==> src/rtl/dmem_arbiter.sv <==
// Shares the single-port data memory between the processor memory stage and one
// peripheral requester; the CPU has priority, a starved peripheral forces a one-cycle stall.
module dmem_arbiter #(
  parameter int DATA_W       = 32,
  parameter int STARVE_LIMIT = 4,
  parameter int WAIT_W       = 3
) (
  input  logic              clock,
  input  logic              reset,
  input  logic [DATA_W-1:0] cpu_addr,
  input  logic [DATA_W-1:0] cpu_data,
  input  logic              cpu_wren,
  input  logic              cpu_access,
  output logic [DATA_W-1:0] cpu_q,
  output logic              cpu_stall,
  input  logic              per_req,
  input  logic              per_we,
  input  logic [DATA_W-1:0] per_addr,
  input  logic [DATA_W-1:0] per_wdata,
  output logic              per_gnt,
  output logic              per_done,
  output logic [DATA_W-1:0] per_rdata,
  output logic [DATA_W-1:0] mem_addr,
  output logic [DATA_W-1:0] mem_data,
  output logic              mem_wren,
  input  logic [DATA_W-1:0] mem_q
);

  typedef enum logic [1:0] {IDLE, PEND, FORCE, DONE} state_t;

  localparam logic [WAIT_W-1:0] WAIT_LAST = WAIT_W'(STARVE_LIMIT - 1);

  state_t            state, state_nxt;
  logic [WAIT_W-1:0] wcnt, wcnt_nxt;
  logic              we_q;
  logic [DATA_W-1:0] addr_q, wdata_q;
  logic              per_own;

  always_ff @(posedge clock or negedge reset) begin
    if (!reset) begin
      state     <= IDLE;
      wcnt      <= '0;
      we_q      <= 1'b0;
      addr_q    <= '0;
      wdata_q   <= '0;
      per_rdata <= '0;
    end else begin
      state <= state_nxt;
      wcnt  <= wcnt_nxt;
      if (per_gnt) begin
        we_q    <= per_we;
        addr_q  <= per_addr;
        wdata_q <= per_wdata;
      end
      if (per_own)
        per_rdata <= mem_q;
    end
  end

  // The wait counter saturates at its last value; reaching it moves the request to FORCE.
  always_comb begin
    state_nxt = state;
    wcnt_nxt  = wcnt;
    per_gnt   = 1'b0;
    per_done  = 1'b0;
    cpu_stall = 1'b0;
    per_own   = 1'b0;
    case (state)
      IDLE: begin
        per_gnt = per_req;
        if (per_req) begin
          state_nxt = PEND;
          wcnt_nxt  = '0;
        end
      end
      PEND: begin
        if (!cpu_access) begin
          per_own   = 1'b1;
          state_nxt = DONE;
        end else if (wcnt == WAIT_LAST) begin
          state_nxt = FORCE;
        end else begin
          wcnt_nxt = wcnt + WAIT_W'(1);
        end
      end
      FORCE: begin
        cpu_stall = 1'b1;
        per_own   = 1'b1;
        state_nxt = DONE;
      end
      DONE: begin
        per_done  = 1'b1;
        state_nxt = IDLE;
      end
      default: state_nxt = IDLE;
    endcase
  end

  assign mem_addr = per_own ? addr_q  : cpu_addr;
  assign mem_data = per_own ? wdata_q : cpu_data;
  assign mem_wren = per_own ? we_q    : cpu_wren;
  assign cpu_q    = mem_q;

endmodule

==> config.mk <==
export PLATFORM = sky130hd
export DESIGN_NAME = dmem_arbiter
export DESIGN_NICKNAME = d
export VERILOG_FILES = /design/src/rtl/dmem_arbiter.sv
export SDC_FILE = /design/constraint.sdc
export NUM_CORES = 1
export LEC_CHECK = 0
export BUFFER_PORTS_ARGS = -buffer_cell sky130_fd_sc_hd__buf_2
export CAP_MARGIN = 25
export CELL_PAD_IN_SITES_DETAIL_PLACEMENT = 0
export CELL_PAD_IN_SITES_GLOBAL_PLACEMENT = 1
export CORE_MARGIN = 2
export CORE_UTILIZATION = 30
export CTS_BUF_LIST = sky130_fd_sc_hd__clkbuf_4 sky130_fd_sc_hd__clkbuf_8 sky130_fd_sc_hd__clkbuf_16
export DETAILED_ROUTE_END_ITERATION = 6
export HOLD_SLACK_MARGIN = 0.15
export PLACE_DENSITY_LB_ADDON = 0.1
export SLEW_MARGIN = 5
export SYNTH_ARGS = -nofsm -noshare
export SYNTH_HDL_FRONTEND = slang
export SYNTH_SLANG_ARGS = --single-unit
==> constraint.sdc <==
create_clock -name clock -period 1.7 [get_ports clock]
set_input_delay 0.085 -clock clock [delete_from_list [all_inputs] [get_ports clock]]
set_output_delay 0.085 -clock clock [all_outputs]
set_load 0.02 [all_outputs]
== Word-level counts from Yosys, hierarchy flattened ==
Index checks and enable logic that the tools add are counted.
Word-level totals
  bits in registers: 102
  word-level logic and storage cells: 35
  bits of input ports: 166
  output and inout port bits: 132
Cells by class
  reduce and logical (&&, ||, !) cells: 4
  add/subtract/negate cells: 1
  eq/ne operators: 8
  multiplexer cells: 16
Operators with widths (count)
  $mux W32: 2
  $mux W3: 3
  $pmux W2 S4: 1
  $mux W2: 3
  $ne A2 B2 Y1 const B: 3
  $pmux W3 S2: 1
  $mux W1: 5
  $eq A2 B2 Y1 const B: 2
  $reduce_and A4 Y1: 1
  $add A3 B1 Y3 const B: 1
  $eq A3 B2 Y1 const B: 1
  $ne A3 B3 Y1 const B: 1
  $eq A2 B1 Y1 const B: 1
  $logic_not A2 Y1: 1
  $pmux W1 S2: 1
  $reduce_and A2 Y1: 1
  $reduce_bool A2 Y1: 1

== Depth between registers and ports, before layout ==
Gate-level depths: netlist of run 1.
  depth in word-level cells: 4
  gate-level depth with buffers: 7

== Worst setup path before layout of run 1 ==
Ideal clock, no wire load.
  path kind: reg-to-reg
  from: register wcnt[0]
  to: register wcnt[0]
  cell stages (with the launch flop): 6
  data arrival time: 1698 ps
  buffers on the path: 0
  clock period less this slack: 1823 ps
  path slack: -123 ps
  path through: dfrtp_1 ha_1 ha_1 nand2b_1 a211oi_1 mux2_2
Between the ends
  word-level cells in the longest chain between the ends: 4
  elaborated cells on any way between the ends: 7
Ends and longest elaborated chain
  from (decl): line 34  | logic [WAIT_W-1:0] wcnt, wcnt_nxt;
  from (signal assigned): line 49  | wcnt <= wcnt_nxt;
  $add A3 B1 Y3: line 83  | wcnt_nxt = wcnt + WAIT_W'(1);
  $mux W3: line 80  | end else if (wcnt == WAIT_LAST) begin
  $mux W3: line 77  | if (!cpu_access) begin
  $pmux W3 S2: line 68  | case (state)
Several ways; a longest one is shown, not always the timed one. The select of a mux whose other input is x is not followed.
A chain may end at the register's enable or synchronous reset.

== Final worst setup path of run 1 ==
  from: register state[0]
  to: output mem_data[16]
Between the ends
  word-level cells in the longest chain between the ends: 3
  elaborated cells on any way between the ends: 4
Ends and longest elaborated chain
  from (decl): line 33  | state_t state, state_nxt;
  from (signal assigned): line 48  | state <= state_nxt;
  $eq A2 B2 Y1 / $eq A2 B1 Y1 (equally long branches): line 68
  $pmux W1 S2 *: line 68
  $mux W32 *: line 100  | assign mem_data = per_own ? wdata_q : cpu_data;
  to (decl): line 24  | output logic [DATA_W-1:0] mem_data,
Mark *: on every way between the ends. The rest lies on a longest branch, timed or not.

==> results of run 1 <==
## per-layer routing
metal | wire length, um | part of all wire | vias to the layer above | GRT usage
met4 | 256 | 0.018 | 0 | 0.06147
li1 | - | - | 1956 | -
met2 | 7083 | 0.51 | 170 | 0.2695
met5 | 0 | 0 | - | 0
met1 | 5708 | 0.41 | 1930 | 0.1901
met3 | 911 | 0.065 | 18 | 0.03023
## critical path: cells and delay by family (launching register included)
| family | cells | cell delay [ns] |
|---|---|---|
| AOI/OAI and AO/OA | 1 | 0.16 |
| muxes | 1 | 0.30 |
| adders and majority gates | 1 | 0.21 |
| DFF | 1 | 0.44 |
| buffers and inverters | 5 | 0.66 |
## registers in the layout (all words and copies together), names as in the netlist
name and flops:
we_q 1, wcnt 3, addr_q 32, wdata_q 32
state 2, per_rdata 32
## stage by stage
| stage | cells | area, um^2 | setup TNS [ns] | hold slack [ns] |
|---|---|---|---|---|
| 2_1_floorplan | 341 | 5110 | -0.2632 | -0.2106 |
| 3_3_place_gp | 821 | 6676 | -6.855 | 0.1969 |
| 3_5_place_dp | 821 | 6676 | -10.99 | 0.2070 |
| 4_1_cts | 950 | 8376 | -34.01 | 0.2166 |
| 5_1_grt | 959 | 8474 | -41.47 | 0.2510 |
| 6_report | 959 | 8474 | -34.57 | 0.2223 |
## worst max-delay path by stage
stage,from,end,slack [ns],cells after the start
2_1_floorplan,state[0],addr_q[0],-0.009,6
3_3_place_gp,state[1],mem_wren,-0.13,7
3_5_place_dp,state[1],mem_wren,-0.17,7
4_1_cts,state[1],mem_data[12],-0.51,9
5_1_grt,state[0],mem_data[19],-0.58,8
6_report,state[0],mem_data[16],-0.49,8
## synthesized netlist by cell type, types with 2 or more instances
library cell,instances,area (um^2)
buf_2,13,65.06
buf_4,32,240.2
buf_6,4,45.04
dfrtp_1,102,2552
ha_1,6,75.07
inv_1,5,18.77
mux2_2,134,1509
mux2_4,30,450.4
mux2i_1,2,20.02
nand2b_1,2,12.51
nor2b_1,3,18.77
## power by group through the flow
| stage | registers (uW) | clock network (uW) | logic (uW) |
|---|---|---|---|
| 2_1_floorplan | 4690 | 0 | 5210 |
| 3_3_place_gp | 4400 | 0 | 7530 |
| 3_5_place_dp | 4390 | 0 | 7650 |
| 4_1_cts | 4380 | 2440 | 9150 |
| 5_1_grt | 4530 | 2540 | 9810 |
| 6_report | 4360 | 2360 | 9230 |
## cell type report
class                           count  share of cell area
Sequential cell                   102              0.3012
Inverter                            5            0.002215
Tap cell                          220             0.03248
Timing Repair Buffer              431              0.3583
Clock buffer                       10             0.02746
Multi-Input combinational cell    185              0.2653
Clock inverter                      6             0.01299
## cells by family after synthesis
logic type | count (synthesis) | share of synthesized area
AND/OR/NAND/NOR | 8 | 0.008899
buffers and inverters | 54 | 0.07293
flip-flops | 102 | 0.5043
adder cells (fa/ha/maj) | 6 | 0.01483
multiplexers | 166 | 0.3911
AO/OA/AOI/OAI | 5 | 0.007913
## repair_timing
action / CTS / global route
cloned: 4 / 0
hold buffers: 98 / 0
resized for setup: 43 / 8
endpoints found under the hold margin: 199 / 0
setup endpoints to repair: 132 / 114
pin swaps: 1 / 1
buffers inserted: 11 / 11
==> flow_summary.ini, run 1 <==
[grt]
overflow = 0
grt_pass1_vias = 4256
grt_max_degree = 103
antenna_found_initial = 0
grt_pass1_wl_um = 21820
grt_usage = 0.1553

[critical_path]
critPathCaptureType = primary output
rrSetupSlack_ns = -0.26
cp_common_cell = buf_12
crit_path_max_fanout = 11
crit_required_ns = 1.62
arrival_ns = 2.11
cp_slowest_stage_delay_ns = 0.44
reg2reg_depth = 9
rr_startpoint = state[0]
criticalPathCategory = reg2out
r2r_end = per_rdata[26]
slowest_stage = dfrtp_1
critPathLaunchType = register
crit_chain = inv_2 > ha_2 > o21ai_4 > buf_12 > buf_12 > buf_16 > mux2_4 > buf_2

[power]
intPower_uw = 10280
total_power_uw = 15950
cellLeakagePower_uw = 0.004227
clkPwrFrac = 0.148
p_sw_uw = 5670
peakVddDrop_uv = 882.8
pwr-share-comb = 0.578
swShare = 0.3555
p_per_area_nw_per_um2 = 1882
power_frac_seq = 0.274

[layout]
final_nets = 906
final_common_cell = buf_2
most-common-layout-cells = buf_2, mux2_2, dfrtp_1, dlygate4sd3_1, mux2_4
utilization = 0.5128
n_fill_cell = 1473
n_antenna_cell = 0
multi_input_area_um2 = 2248
drive_gt1_frac = 0.7077
final-seq-area_um2 = 2552
synthToLayoutAreaGrowth_pct = 67.44

[yosys]
syn_inst = 341
synth_edf_count = 0
synth_nets = 513
ys_seq_area_frac = 0.5043
async_flop_share = 1.000
synthesis.area_um2 = 5061
synth.avg_cell_area_um2 = 14.84
synth_warnings = 0
ys_types = 19
ys.flop_type = dfrtp_1
synth-seq-cells = 102

[drt]
wl_per_cell_um = 14.56
via_count = 4074
routed_wirelength_um = 13960
drt_pass1_iterations = 4
drc = 0
ant_nets = 0
drtIter0Drc = 59
via_per_inst = 4.248

[die]
initial_utilization = 0.3063
die_w_um = 133.9
die_h_um = 133.9
dieArea_um2 = 17930
coreArea_um2 = 16520
io_pins = 298
fp-row-count = 47

[sta]
setup_slack_ns = -0.4941
finalCritPeriodShare = 1.291
setup_viol = 95
hold_viol = 0
maxSlewHeadroom = 0.5991
worstMarginPinSlew_ns = 0.6014
skew_ns = 0.007546
post-route-min-period_ns = 2.194
max_freq_mhz = 455.8
maxSlewViolCount = 0
rsz0062_at_grt = true

[placed_design]
place.detailed.hpwl_um = 9548
io_buffer_count = 297
place.gp.congestion = 0.7039
place_ws_ns = -0.1717

[worst_hold_path]
hold_path.class = in2reg
min-delay-start = cpu_access
hold_path_depth = 3
worstHoldEndpoint = state[0]

[cts]
cts_buffer_depth = 2
htree_levels = 3
path_clk_slew_ns = 0.07
cts_tree = yes
clock-sinks = 102
cts_made_buffers = 9
cts-root-buf = clkbuf_16
clkLatencyLatePin_ns = 0.34

[status]
status = finished with violations
violations = negative setup slack

[run]
cap_violations = 0
Power figures use the tool's default switching activity.
==> run 2: changes to the inputs <==
--- a/config.mk
+++ b/config.mk
@@ -5,12 +5,13 @@
 export SDC_FILE = /design/constraint.sdc
 export NUM_CORES = 1
 export LEC_CHECK = 0
+export ABC_AREA = 1
 export BUFFER_PORTS_ARGS = -buffer_cell sky130_fd_sc_hd__buf_2
 export CAP_MARGIN = 25
 export CELL_PAD_IN_SITES_DETAIL_PLACEMENT = 0
 export CELL_PAD_IN_SITES_GLOBAL_PLACEMENT = 1
 export CORE_MARGIN = 2
-export CORE_UTILIZATION = 30
+export CORE_UTILIZATION = 26
 export CTS_BUF_LIST = sky130_fd_sc_hd__clkbuf_4 sky130_fd_sc_hd__clkbuf_8 sky130_fd_sc_hd__clkbuf_16
 export DETAILED_ROUTE_END_ITERATION = 6
 export HOLD_SLACK_MARGIN = 0.15
==> flow_summary.ini, run 2 <==
[cts]
htree_levels = 3
path_clk_slew_ns = 0.07
cts_tree = yes
clock-sinks = 102
cts_made_buffers = 9
cts_buffer_depth = 2
cts-root-buf = clkbuf_16
clkLatencyLatePin_ns = 0.35

[yosys]
syn_inst = 701
synth.avg_cell_area_um2 = 7.211
synth_edf_count = 0
async_flop_share = 1.000
post-synth-top-area-fraction = 0.5050
synthTopCellsByArea = dfrtp_1, nand2_1, buf_4
ys_seq_area_frac = 0.5050
ys.flop_type = dfrtp_1
synth_area_leader_cell = dfrtp_1
synth_most_common_cell = nand2_1
synthesis.area_um2 = 5055
synth_nets = 873
synth_warnings = 0
synthTopCellsByCount = nand2_1, dfrtp_1, buf_4
synth-seq-cells = 102
ys_types = 14

[layout]
drive_gt1_frac = 0.4063
most-common-layout-cells = nand2_1, buf_2, dfrtp_1, dlygate4sd3_1, nand2_2
synthToLayoutAreaGrowth_pct = 81.41
reg.largest.list = addr_q (32), per_rdata (32), wdata_q (32)
stdcell_count = 1348
final_nets = 1255
final_common_cell = nand2_1
n_antenna_cell = 0

[drt]
ant_nets = 0
drt_pass1_iterations = 4
drtIter0Drc = 174
via_per_inst = 4.159
via_count = 5607
wl_per_cell_um = 14.08
routed_wirelength_um = 18980
drc = 0

[grt]
grt_usage = 0.1693
overflow = 0
antenna_found_initial = 0
grt_pass1_wl_um = 27230
grt_pass1_vias = 5371
grt_max_degree = 47

[sta]
setup_slack_ns = -0.2866
finalCritPeriodShare = 1.169
skew_ns = 0.005973
rsz0062_at_grt = true
hold_viol = 0
maxSlewViolCount = 0
maxSlewHeadroom = 0.6061
setup_viol = 82
holdWs_ns = 0.2758
post-route-min-period_ns = 1.987
max_freq_mhz = 503.4
worstMarginPinSlew_ns = 0.5889

[critical_path]
critPathCaptureType = primary output
cp-startpoint = state[1]
crit_path_max_fanout = 7
arrival_ns = 1.90
critPathLaunchType = register
crit_required_ns = 1.62
rr_startpoint = state[1]
criticalPathCategory = reg2out

[power]
cellLeakagePower_uw = 0.005202
p_sw_uw = 7789
p_per_area_nw_per_um2 = 1920
intPower_uw = 9816
power_frac_seq = 0.244
clkPwrFrac = 0.124
swShare = 0.4424
peakVddDrop_uv = 770.8
pwr-share-comb = 0.632

[run]
cap_violations = 0

[status]
status = finished with violations
violations = negative setup slack

[worst_hold_path]
hold_path.class = in2async

[placed_design]
place.detailed.hpwl_um = 11770
dp.cells = 1208
place.gp.congestion = 0.7119
io_buffer_count = 297

[die]
die_h_um = 143.4
dieArea_um2 = 20570
fp-row-count = 50
die_w_um = 143.4
io_pins = 298
initial_utilization = 0.2675
coreArea_um2 = 18890
==> run 2: cell count changes after synthesis, moves of 2 or more <==
cell and change:
nand2_1 +502, nor2b_1 -3, nand3_1 +5, clkbuf_1 +12, mux2_2 -134, inv_1 +6
mux2_4 -30, nor2_1 +2, buf_4 +4, o21ai_0 +2, mux2i_1 -2, nand2b_1 -2
==> run 2: final cells by class <==
type,instances,area [um^2]
timing repair inverter,1,11.26
clock inverter,5,56.30
multi-input combinational,521,2379
tap,260,325.3
sequential,102,2552
clock buffer,11,252.7
timing repair buffer,436,3527
inverter,12,66.31
fill,1861,9723
==> run 2: final timing paths <==
kind                                  to  slack (ns)  cells after the start
hold / removal             per_rdata[10]        0.28                      3
max in group asynchronous     addr_q[16]        0.42                      3
setup reg to reg            per_rdata[0]       -0.03                     10
hold reg to reg            per_rdata[21]        0.47                      2
setup / recovery             mem_data[8]       -0.29                     10
min in group clock               wcnt[2]        0.29                      7
==> run 2: cells by family (layout without fill, tap and decap cells) <==
logic type	count (synthesis)	in the layout	share of synthesized area
flops	102	102	0.5050
fa+ha+maj	6	6	0.01485
compound gates	2	2	0.001980
buf+inv	78	465	0.09406
simple gates	513	513	0.3842
==> run 2: what timing repair did <==
action                                  4_1_cts  5_1_grt
endpoints found under the setup margin       66       83
hold endpoints to repair                    200        0
gates resized for setup                      94      157
setup buffers                                 6        5
gates cloned                                  5        7
pin swaps                                     5       27
hold buffers                                101        0
==> run 2: metrics by stage <==
stage / util / setup TNS [ns] / setup WS, ns / power, uW / area (um^2)
after CTS: 0.4503 / -14.19 / -0.2630 / 15870 / 8507
final: 0.4854 / -16.05 / -0.2866 / 17610 / 9170
after floorplan: - / 0 / 0.1028 / 9177 / 5055
after global placement: 0.3526 / 0 / 0.05674 / 11750 / 6663
after detailed placement: 0.3526 / 0 / 0.02723 / 11740 / 6663
after global routing: 0.4854 / -22.84 / -0.3674 / 18880 / 9170
==> run 2: per-layer routing <==
metal  global-route usage  vias up  routed length (um)
met4              0.05057        0                 280
li1                     -     2825                   -
met3              0.03032       22                1062
met1               0.2125     2569                8324
met5                    0        -                   0
met2               0.2970      191                9315
==> run 2: power groups by stage <==
stage,Combinational [uW],Sequential (uW),Clock (uW)
5_1_grt,12100,4450,2360
3_3_place_gp,7510,4240,0
3_5_place_dp,7510,4230,0
4_1_cts,9360,4230,2280
6_report,11100,4300,2180
2_1_floorplan,4640,4530,0
==> run 2: critical path, cell delays in order, from the launching register on <==
cell     delay [ns]
dfrtp_1        0.41
buf_6          0.13
ha_4           0.16
inv_4          0.05
nand2_4        0.06
nand2_8        0.19
buf_12         0.16
buf_16         0.15
nand2_2        0.06
nand2_2        0.06
buf_6          0.11
==> run 3: changes to the inputs <==
--- a/config.mk
+++ b/config.mk
@@ -16,6 +16,7 @@
 export DETAILED_ROUTE_END_ITERATION = 6
 export HOLD_SLACK_MARGIN = 0.15
 export PLACE_DENSITY_LB_ADDON = 0.1
+export SKIP_CTS_REPAIR_TIMING = 1
 export SLEW_MARGIN = 5
 export SYNTH_ARGS = -nofsm -noshare
 export SYNTH_HDL_FRONTEND = slang
==> flow_summary.ini, run 3 (synthesized netlist as in run 2, its figures left out) <==
[grt]
grt_usage = 0.1522
grt_max_degree = 52
grt_pass1_vias = 4706
antenna_found_initial = 0
grt_pass1_wl_um = 24380
overflow = 0

[drt]
routed_wirelength_um = 18590
via_per_inst = 4.118
drc = 0
wl_per_cell_um = 13.87
ant_nets = 0
drtIter0Drc = 162
via_count = 5522
drt_pass1_iterations = 7

[sta]
hold_viol = 0
skew_ns = 0.007005
setup_slack_ns = -0.2672
rsz0062_at_grt = true
max_freq_mhz = 508.3
maxSlewHeadroom = 0.7502
post-route-min-period_ns = 1.967
setup_viol = 65
finalCritPeriodShare = 1.157
maxSlewViolCount = 0
worstMarginPinSlew_ns = 0.3735

[die]
fp-row-count = 50
initial_utilization = 0.2675
dieArea_um2 = 20570
coreArea_um2 = 18890
die_w_um = 143.4
io_pins = 298
die_h_um = 143.4

[critical_path]
arrival_ns = 1.88
critPathCaptureType = primary output
crit_path_max_fanout = 17
crit_chain = inv_4 > ha_4 > nand2_4 > nand2_4 > nand2_8 > inv_6 > clkbuf_16 > nand2_1 > nand2_1 > buf_2
critPathLaunchType = register
crit_required_ns = 1.62
rr_startpoint = state[0]
rrSetupSlack_ns = 0.09
criticalPathCategory = reg2out
slowest_stage = dfrtp_2
cp_slowest_stage_delay_ns = 0.46
cp-startpoint = state[1]

[worst_hold_path]
min-delay-start = per_req
hold_path.class = in2reg

[placed_design]
place.gp.congestion = 0.7119
io_buffer_count = 297
place.detailed.hpwl_um = 11770
dp.cells = 1208

[layout]
utilization = 0.4718
synthToLayoutAreaGrowth_pct = 76.34
n_antenna_cell = 0
reg.largest.list = addr_q (32), per_rdata (32), wdata_q (32)
final_nets = 1248
drive_gt1_frac = 0.3932
final_common_cell = nand2_1
most-common-layout-cells = nand2_1, buf_2, dfrtp_1, dlygate4sd3_1, nand2_2
stdcell_count = 1341

[status]
violations = negative setup slack
status = finished with violations

[power]
cellLeakagePower_uw = 0.005113
peakVddDrop_uv = 754.8
p_per_area_nw_per_um2 = 1878

[cts]
clkLatencyLatePin_ns = 0.35
cts_made_buffers = 9
cts_buffer_depth = 2
htree_levels = 3
path_clk_slew_ns = 0.07
cts_tree = yes
clock-sinks = 102
cts-root-buf = clkbuf_16

[run]
cap_violations = 0
==> run 3: cell types whose count changed in the layout (fill, tap and decap cells not counted), moves of 5 or more <==
cell / change
buf_2: +15
buf_16: -5
buf_4: -9
clkbuf_16: +5
buf_6: -10
nand2_4: -5
nand2_1: +11
nand2_2: -6
==> run 3: area by class of cell <==
class / count / area, um^2
Clock buffer: 11 / 252.7
Clock inverter: 5 / 56.30
Fill cell: 1897 / 9980
Inverter: 12 / 68.82
Multi-Input combinational cell: 521 / 2326
Sequential cell: 102 / 2554
Tap cell: 260 / 325.3
Timing Repair Buffer: 429 / 3322
Timing Repair inverter: 1 / 8.758
==> run 3: power breakdown <==
part / internal [uW] / switching, uW / leakage (uW)
sequential: 3580 / 753 / 0.00127
combinational: 4380 / 5850 / 0.00369
clock: 1220 / 955 / 0.000152
total: 9180 / 7560 / 0.00511
==> run 3: path summary, 6_finish.rpt <==
check                                     end  cells after the start
worst max register to register  per_rdata[18]                     10
worst max-delay path              mem_addr[0]                     10
max in group asynchronous          addr_q[16]                      3
min in group asynchronous       per_rdata[10]                      3
worst min-delay path                 state[1]                      5
worst min register to register  per_rdata[26]                      2
==> run 3: per-layer routing <==
layer	vias to the layer above	wire length [um]	GRT usage	share of wire
met1	2517	8141	0.1873	0.44
met5	-	0	0	0
met4	0	175	0.04799	0.0094
met3	14	964	0.04232	0.052
li1	2812	-	-	-
met2	179	9312	0.2586	0.50
==> run 3: metrics by stage <==
stage          cell area (um^2)  hold slack, ns  TNS, ns  total power [uW]  setup slack, ns
2_1_floorplan              5055         -0.2106        0              9177           0.1028
3_3_place_gp               6663        -0.03577        0             11750          0.05674
3_5_place_dp               6663        -0.03174        0             11740          0.02723
4_1_cts                    6972         -0.4235   -20.27             14000          -0.3689
5_1_grt                    8914          0.1775   -21.00             17980          -0.3591
6_report                   8914          0.1446   -14.71             16740          -0.2672
==> run 3: worst max-delay path: cells and delay by family (launching register included) <==
family                   cells  cell delay (ns)
buffers and inverters        4             0.55
flip-flops                   1             0.46
AND/OR/NAND/NOR              5             0.39
adder cells (fa/ha/maj)      1             0.14
